[src/rtl/fft_pkg.sv]
// Shared FFT definitions: twiddle quadrant encoding and the quarter-wave
// cosine generator used to build the twiddle ROM at elaboration time.
package fft_pkg;

  localparam logic [1:0] QUAD_0 = 2'd0;
  localparam logic [1:0] QUAD_1 = 2'd1;
  localparam logic [1:0] QUAD_2 = 2'd2;
  localparam logic [1:0] QUAD_3 = 2'd3;

  localparam real TWO_PI = 6.283185307179586;

  function automatic int one_q(input int coef_w);
    return 1 << (coef_w - 2);
  endfunction

  // End points are forced exact so k=0 and k=N/4 carry no table error.
  function automatic int cos_q(input int r, input int log2n,
                               input int coef_w);
    real ang;
    real v;
    int  n;
    n = 1 << log2n;
    if (r == 0) return one_q(coef_w);
    if (4 * r >= n) return 0;
    ang = TWO_PI * real'(r) / real'(n);
    v = $cos(ang) * real'(one_q(coef_w));
    return $rtoi(v + 0.5);
  endfunction

endpackage

[src/rtl/twiddle_rom.sv]
// Quarter-wave cosine table, N/4+1 entries, two synchronous read ports.
// Contents come from fft_pkg::cos_q; no reset on the read registers.
module twiddle_rom
  import fft_pkg::*;
#(
  parameter int LOG2N  = 3,
  parameter int COEF_W = 18,
  parameter int AW     = LOG2N - 1
) (
  input  logic                     clk,
  input  logic                     en,
  input  logic [AW-1:0]            addr_a,
  input  logic [AW-1:0]            addr_b,
  output logic signed [COEF_W-1:0] rd_a,
  output logic signed [COEF_W-1:0] rd_b
);

  localparam int NQ = 1 << (LOG2N - 2);

  logic signed [COEF_W-1:0] tab [NQ+1];
  logic signed [COEF_W-1:0] rd_a_d, rd_a_q;
  logic signed [COEF_W-1:0] rd_b_d, rd_b_q;

  for (genvar g = 0; g <= NQ; g++) begin : g_tab
    localparam int V = cos_q(g, LOG2N, COEF_W);
    assign tab[g] = COEF_W'(V);
  end

  always_comb begin
    rd_a_d = rd_a_q;
    rd_b_d = rd_b_q;
    if (en) begin
      rd_a_d = tab[addr_a];
      rd_b_d = tab[addr_b];
    end
  end

  always_ff @(posedge clk) begin
    rd_a_q <= rd_a_d;
    rd_b_q <= rd_b_d;
  end

  assign rd_a = rd_a_q;
  assign rd_b = rd_b_q;

endmodule

[src/rtl/twiddle_rotator_pipe.sv]
// 4-stage complex rotator by e^{-/+j*2*pi*k/N} with valid/ready and saturation.
// Define TWIDDLE_ROUND_EN for round-half-up; otherwise truncation toward -inf.
module twiddle_rotator_pipe
  import fft_pkg::*;
#(
  parameter int DATA_W = 16,
  parameter int LOG2N  = 3,
  parameter int COEF_W = 18
) (
  input  logic                     clk,
  input  logic                     rst,
  input  logic                     in_valid,
  output logic                     in_ready,
  input  logic signed [DATA_W-1:0] in_i,
  input  logic signed [DATA_W-1:0] in_q,
  input  logic [LOG2N-1:0]         in_k,
  input  logic                     in_inv,
  output logic                     out_valid,
  input  logic                     out_ready,
  output logic signed [DATA_W-1:0] out_m_i,
  output logic signed [DATA_W-1:0] out_m_q,
  output logic signed [DATA_W-1:0] out_p_i,
  output logic signed [DATA_W-1:0] out_p_q
);

  localparam int P  = DATA_W + COEF_W;
  localparam int S  = P + 1;
  localparam int SH = COEF_W - 2;
  localparam int RW = (LOG2N > 2) ? LOG2N - 2 : 1;
  localparam int AW = LOG2N - 1;
  localparam int NQ = 1 << (LOG2N - 2);
  localparam logic [RW-1:0] RMASK = {RW{LOG2N > 2}};
  localparam longint MAXL = (longint'(1) << (DATA_W - 1)) - 1;
  localparam logic signed [S-1:0] MAXV = S'(MAXL);
  localparam logic signed [S-1:0] MINV = S'(-MAXL - 1);
`ifdef TWIDDLE_ROUND_EN
  localparam logic signed [S-1:0] RND = S'(longint'(1) << (COEF_W - 3));
`else
  localparam logic signed [S-1:0] RND = '0;
`endif

  if (LOG2N < 2) begin : g_bad_log2n
    $error("twiddle_rotator_pipe: LOG2N must be >= 2");
  end

  function automatic logic signed [DATA_W-1:0] rss(
    input logic signed [S-1:0] v);
    logic signed [S-1:0] t;
    t = (v + RND) >>> SH;
    if (t > MAXV) t = MAXV;
    if (t < MINV) t = MINV;
    return DATA_W'(t);
  endfunction

  logic ce;

  logic                     v1_d, v1_q, inv1_d, inv1_q;
  logic signed [DATA_W-1:0] a1_d, a1_q, b1_d, b1_q;
  logic [1:0]               q1_d, q1_q;
  logic [RW-1:0]            r1_d, r1_q;

  logic                     v2_d, v2_q, inv2_d, inv2_q;
  logic signed [DATA_W-1:0] a2_d, a2_q, b2_d, b2_q;
  logic [1:0]               q2_d, q2_q;
  logic [AW-1:0]            addr_a, addr_b;
  logic signed [COEF_W-1:0] cos_a, cos_b, c, s;

  logic                v3_d, v3_q, inv3_d, inv3_q;
  logic signed [P-1:0] ac_d, ac_q, bs_d, bs_q;
  logic signed [P-1:0] bc_d, bc_q, as_d, as_q;

  logic                     v4_d, v4_q;
  logic signed [S-1:0]      mi, mq, pi, pq;
  logic signed [DATA_W-1:0] om_i_d, om_i_q, om_q_d, om_q_q;
  logic signed [DATA_W-1:0] op_i_d, op_i_q, op_q_d, op_q_q;

  assign ce       = !v4_q || out_ready;
  assign in_ready = ce;

  assign addr_a = AW'(r1_q);
  assign addr_b = AW'(NQ) - AW'(r1_q);

  twiddle_rom #(
    .LOG2N (LOG2N),
    .COEF_W(COEF_W),
    .AW    (AW)
  ) u_rom (
    .clk   (clk),
    .en    (ce),
    .addr_a(addr_a),
    .addr_b(addr_b),
    .rd_a  (cos_a),
    .rd_b  (cos_b)
  );

  // Rotate the first-quadrant pair into the sample's quadrant.
  always_comb begin
    c = cos_a;
    s = cos_b;
    unique case (q2_q)
      QUAD_0: begin c = cos_a;  s = cos_b;  end
      QUAD_1: begin c = -cos_b; s = cos_a;  end
      QUAD_2: begin c = -cos_a; s = -cos_b; end
      QUAD_3: begin c = cos_b;  s = -cos_a; end
    endcase
  end

  always_comb begin
    mi = S'(ac_q) + S'(bs_q);
    mq = S'(bc_q) - S'(as_q);
    pi = S'(ac_q) - S'(bs_q);
    pq = S'(bc_q) + S'(as_q);
  end

  always_comb begin
    v1_d = v1_q; inv1_d = inv1_q;
    a1_d = a1_q; b1_d = b1_q;
    q1_d = q1_q; r1_d = r1_q;
    v2_d = v2_q; inv2_d = inv2_q;
    a2_d = a2_q; b2_d = b2_q; q2_d = q2_q;
    v3_d = v3_q; inv3_d = inv3_q;
    ac_d = ac_q; bs_d = bs_q;
    bc_d = bc_q; as_d = as_q;
    v4_d = v4_q;
    om_i_d = om_i_q; om_q_d = om_q_q;
    op_i_d = op_i_q; op_q_d = op_q_q;
    if (ce) begin
      v1_d   = in_valid;
      inv1_d = in_inv;
      a1_d   = in_i;
      b1_d   = in_q;
      q1_d   = in_k[LOG2N-1 -: 2];
      r1_d   = RW'(in_k) & RMASK;
      v2_d   = v1_q;
      inv2_d = inv1_q;
      a2_d   = a1_q;
      b2_d   = b1_q;
      q2_d   = q1_q;
      v3_d   = v2_q;
      inv3_d = inv2_q;
      ac_d   = a2_q * c;
      bs_d   = b2_q * s;
      bc_d   = b2_q * c;
      as_d   = a2_q * s;
      v4_d   = v3_q;
      om_i_d = inv3_q ? rss(pi) : rss(mi);
      om_q_d = inv3_q ? rss(pq) : rss(mq);
      op_i_d = inv3_q ? rss(mi) : rss(pi);
      op_q_d = inv3_q ? rss(mq) : rss(pq);
    end
  end

  always_ff @(posedge clk or posedge rst) begin
    if (rst) begin
      v1_q <= 1'b0; inv1_q <= 1'b0;
      a1_q <= '0; b1_q <= '0;
      q1_q <= '0; r1_q <= '0;
      v2_q <= 1'b0; inv2_q <= 1'b0;
      a2_q <= '0; b2_q <= '0; q2_q <= '0;
      v3_q <= 1'b0; inv3_q <= 1'b0;
      ac_q <= '0; bs_q <= '0;
      bc_q <= '0; as_q <= '0;
      v4_q <= 1'b0;
      om_i_q <= '0; om_q_q <= '0;
      op_i_q <= '0; op_q_q <= '0;
    end else begin
      v1_q <= v1_d; inv1_q <= inv1_d;
      a1_q <= a1_d; b1_q <= b1_d;
      q1_q <= q1_d; r1_q <= r1_d;
      v2_q <= v2_d; inv2_q <= inv2_d;
      a2_q <= a2_d; b2_q <= b2_d; q2_q <= q2_d;
      v3_q <= v3_d; inv3_q <= inv3_d;
      ac_q <= ac_d; bs_q <= bs_d;
      bc_q <= bc_d; as_q <= as_d;
      v4_q <= v4_d;
      om_i_q <= om_i_d; om_q_q <= om_q_d;
      op_i_q <= op_i_d; op_q_q <= op_q_d;
    end
  end

  assign out_valid = v4_q;
  assign out_m_i   = om_i_q;
  assign out_m_q   = om_q_q;
  assign out_p_i   = op_i_q;
  assign out_p_q   = op_q_q;

endmodule
[config.mk]
export PLATFORM = sky130hd
export DESIGN_NAME = twiddle_rotator_pipe
export DESIGN_NICKNAME = d
export VERILOG_FILES = /design/src/rtl/fft_pkg.sv /design/src/rtl/twiddle_rom.sv /design/src/rtl/twiddle_rotator_pipe.sv
export SDC_FILE = /design/constraint.sdc
export NUM_CORES = 2
export LEC_CHECK = 0
export ABC_AREA = 0
export CAP_MARGIN = 30
export CORE_MARGIN = 2
export CORE_UTILIZATION = 25
export CTS_CLUSTER_DIAMETER = 200
export DETAILED_ROUTE_END_ITERATION = 7
export PLACE_DENSITY = 0.38
export SLEW_MARGIN = 30
export SYNTH_ARGS = -nofsm -noshare
export SYNTH_HDL_FRONTEND = slang
export SYNTH_SLANG_ARGS = --single-unit
[constraint.sdc]
create_clock -name clk -period 12.9 [get_ports clk]
set_clock_uncertainty 0.05 [all_clocks]
set_input_delay 3.87 -clock clk [delete_from_list [all_inputs] [get_ports clk]]
set_output_delay 3.87 -clock clk [all_outputs]
set_load 0.01 [all_outputs]
==> qor.txt <==
Status - complete, no violations
CTS Buf Count - 42
Worst setup path category - input port to output port
Cell taking the most area after synthesis - fa_1
DRT Wirelength - 170 mm
# port buffers - 105
Most common cell in the netlist - inv_1
GP Congestion - 0.858
Post_cts resized - 0
Fmax - 0.101 GHz
Synthesized area - 54200 um2
Initial core utilization - 25.2%
CP most frequent cell - clkdlybuf4s50_1
Detailed placement HPWL - 147 mm
CTS tree - yes
Count of cell types in the netlist - 93
# DRC - 0
Synth cell count leaders - 1595 x inv_1, 1079 x fa_1, 628 x nand2_1
Number of synthesized flops with an enable pin - 2
I/O Pins - 106
Async SR Flop Fraction - 99.3%
Vias in the first global route - 40910
Worst-path fanout max - 173
Area grow syn2layout - 10.8%
Cell Chain, Critical Path - clkdlybuf4s50_1 -> nor2b_4 -> buf_12 -> inv_8 -> clkdlybuf4s50_1
Initial antenna violation count - 10
Final period util - 76.7%
Finish-stage setup viols - 0
Fin Setup TNS - 0 ps
Count of TritonRoute iterations in the first routing pass - 5
Largest net degree at the start of global routing - 173
Syn_nets - 7523
Global-route wire length before repair - 261 mm
Max Cap Viol - 0
Startpoint Class - input port
Fillers - 23334
Die Y - 470 um
Via count - 38369
Final net count - 7564
CTS Root Cell - clkbuf_16
Buffers plus inverters on the worst setup path - 4
# rows - 170
Period minus WS final - 9900 ps
H-tree Lvls - 2
Multi-input gate area - 40700 um2
Worst Slack Setup Final - 3000 ps
Share of layout cells above drive strength 1 - 3.38%
Post-CTS Setup Bufs - 0
First DRT Iteration DRCs - 2190
Critical-path top delay cell - buf_12
Worst min path class - flop to flop
Via density - 4.34
Synth top area cells - fa_1 40%, dfrtp_1 13%, inv_1 11%, ha_1 11%, nand2_1 4.3%
Max_slew headroom - 33.6%
Final ANT Viol Nets - 0
Syn avg cell area - 9.15 um2
Grt ovf - 0
CTS Sinks - 276
CP required - 8980 ps
Sequential Area - 6920 um2
Total Die Area - 221000 um2
Die W - 470 um
CP arrival - 5980 ps
Wire per inst - 19.3 um
Top cell type's share of synthesized area - 39.8%
FF+latch count, synth - 276
Reg2Reg Setup Slack - 3590 ps
Primary FF master, synth - dfrtp_1
Final hold violations - 0
Mapped Cells - 5927
Hold_ws - 400 ps
Clk buf depth - 3
CP delay by family, top - buffers and inverters
Register area share after synthesis - 12.7%
CORE AREA - 215000 um2
RSZ-0062 raised after global routing - no
Setup WS pre-CTS - 3000 ps
Slew Viols, Final - 0
Worst skew pair latency - 650 ps
Hold_buf cts - 0
Global Route Usage Sum - 15.7%
Slew @ Worst Pin - 989 ps
Critical Path Max Stage Delay - 610 ps
Crit end category - output port
Reg clk slew, reported paths - 60 ps
Synthesis Warnings - 0
[registers in the layout (all words and copies together), names as in the netlist, 2 cells and up]
signal / flops
as_q: 34
bc_q: 33
a2_q: 16
bs_q: 34
out_m_i: 16
out_m_q: 16
b2_q: 16
q1_q: 2
out_p_i: 16
q2_q: 2
ac_q: 33
out_p_q: 16
b1_q: 16
a1_q: 16
[path summary, 6_finish.rpt]
check	endpoint	from	depth (start not counted)
worst min register to register	u_rom.rd_b[15]	r1_q	0
worst max register to register	bs_q[32]	u_rom.rd_b[15]	29
worst max-delay path	in_ready	out_ready	5
min in group asynchronous	bc_q[15]	rst	2
max in group asynchronous	b2_q[7]	rst	4
worst min-delay path	u_rom.rd_b[15]	r1_q	0
[layout make-up]
cell class | instances | share of cell area (%)
Clock inverter | 22 | 0.437
Sequential cell | 276 | 11.5
Timing Repair Buffer | 158 | 2.48
Tap cell | 2838 | 5.91
Multi-Input combinational cell | 3887 | 67.7
Inverter | 1603 | 10.0
Clock buffer | 55 | 1.88
Antenna cell | 3 | 0.0125
[per-stage QoR]
step                      instances  util, %  area (um2)
final                          8842     27.9       60100
after global routing           8839     27.9       60100
after CTS                      8838     27.9       60100
after detailed placement       8761     27.3       58700
after global placement         8761     27.3       58700
after floorplan                5927        -       54200
[layout by cell type (no fill, tap or decap), drive strengths merged, types with 8 or more instances in the layout]
master,count
a211o,13
a211oi,19
a21boi,8
a21o,92
a21oi,247
a221o,9
a221oi,18
a31oi,30
and2,64
and3,30
buf,52
clkbuf,56
clkdlybuf4s50,105
clkinv,15
dfrtp,274
fa,1079
ha,477
inv,1605
nand2,628
nand2b,40
nand3,59
nand4,20
nor2,255
nor2b,17
nor3,49
nor3b,9
nor4,15
o211ai,37
o21a,17
o21ai,193
o21bai,43
o22ai,8
o31ai,16
or2,34
or3,26
or4,9
xnor2,178
xor2,62
[kinds of logic (layout without fill, tap and decap cells)]
family / count (synthesis) / after routing / share of synthesized area (%)
and+or+nand+nor: 1271 / 1271 / 10.5
buffers and inverters: 1764 / 1838 / 12.3
muxes: 5 / 5 / 0.0969
AOI/OAI and AO/OA: 812 / 812 / 9.59
adders and majority gates: 1559 / 1559 / 50.9
other: 0 / 3 / 0
xor gates and xnor gates: 240 / 240 / 3.87
DFF: 276 / 276 / 12.7
[per-layer routing]
metal | share of wire [%] | up-vias | GRT usage (%) | wire length [um]
met3 | 6.1 | 86 | 3.19 | 10400
met4 | 1.5 | 0 | 2.56 | 2500
li1 | - | 18109 | - | -
met2 | 43 | 718 | 23.8 | 73400
met5 | 0 | - | 0 | 0
met1 | 49 | 19456 | 23.4 | 83900
Power is not shown: default switching activity piles up to over one toggle a cycle in this logic, so the estimate is an artifact.
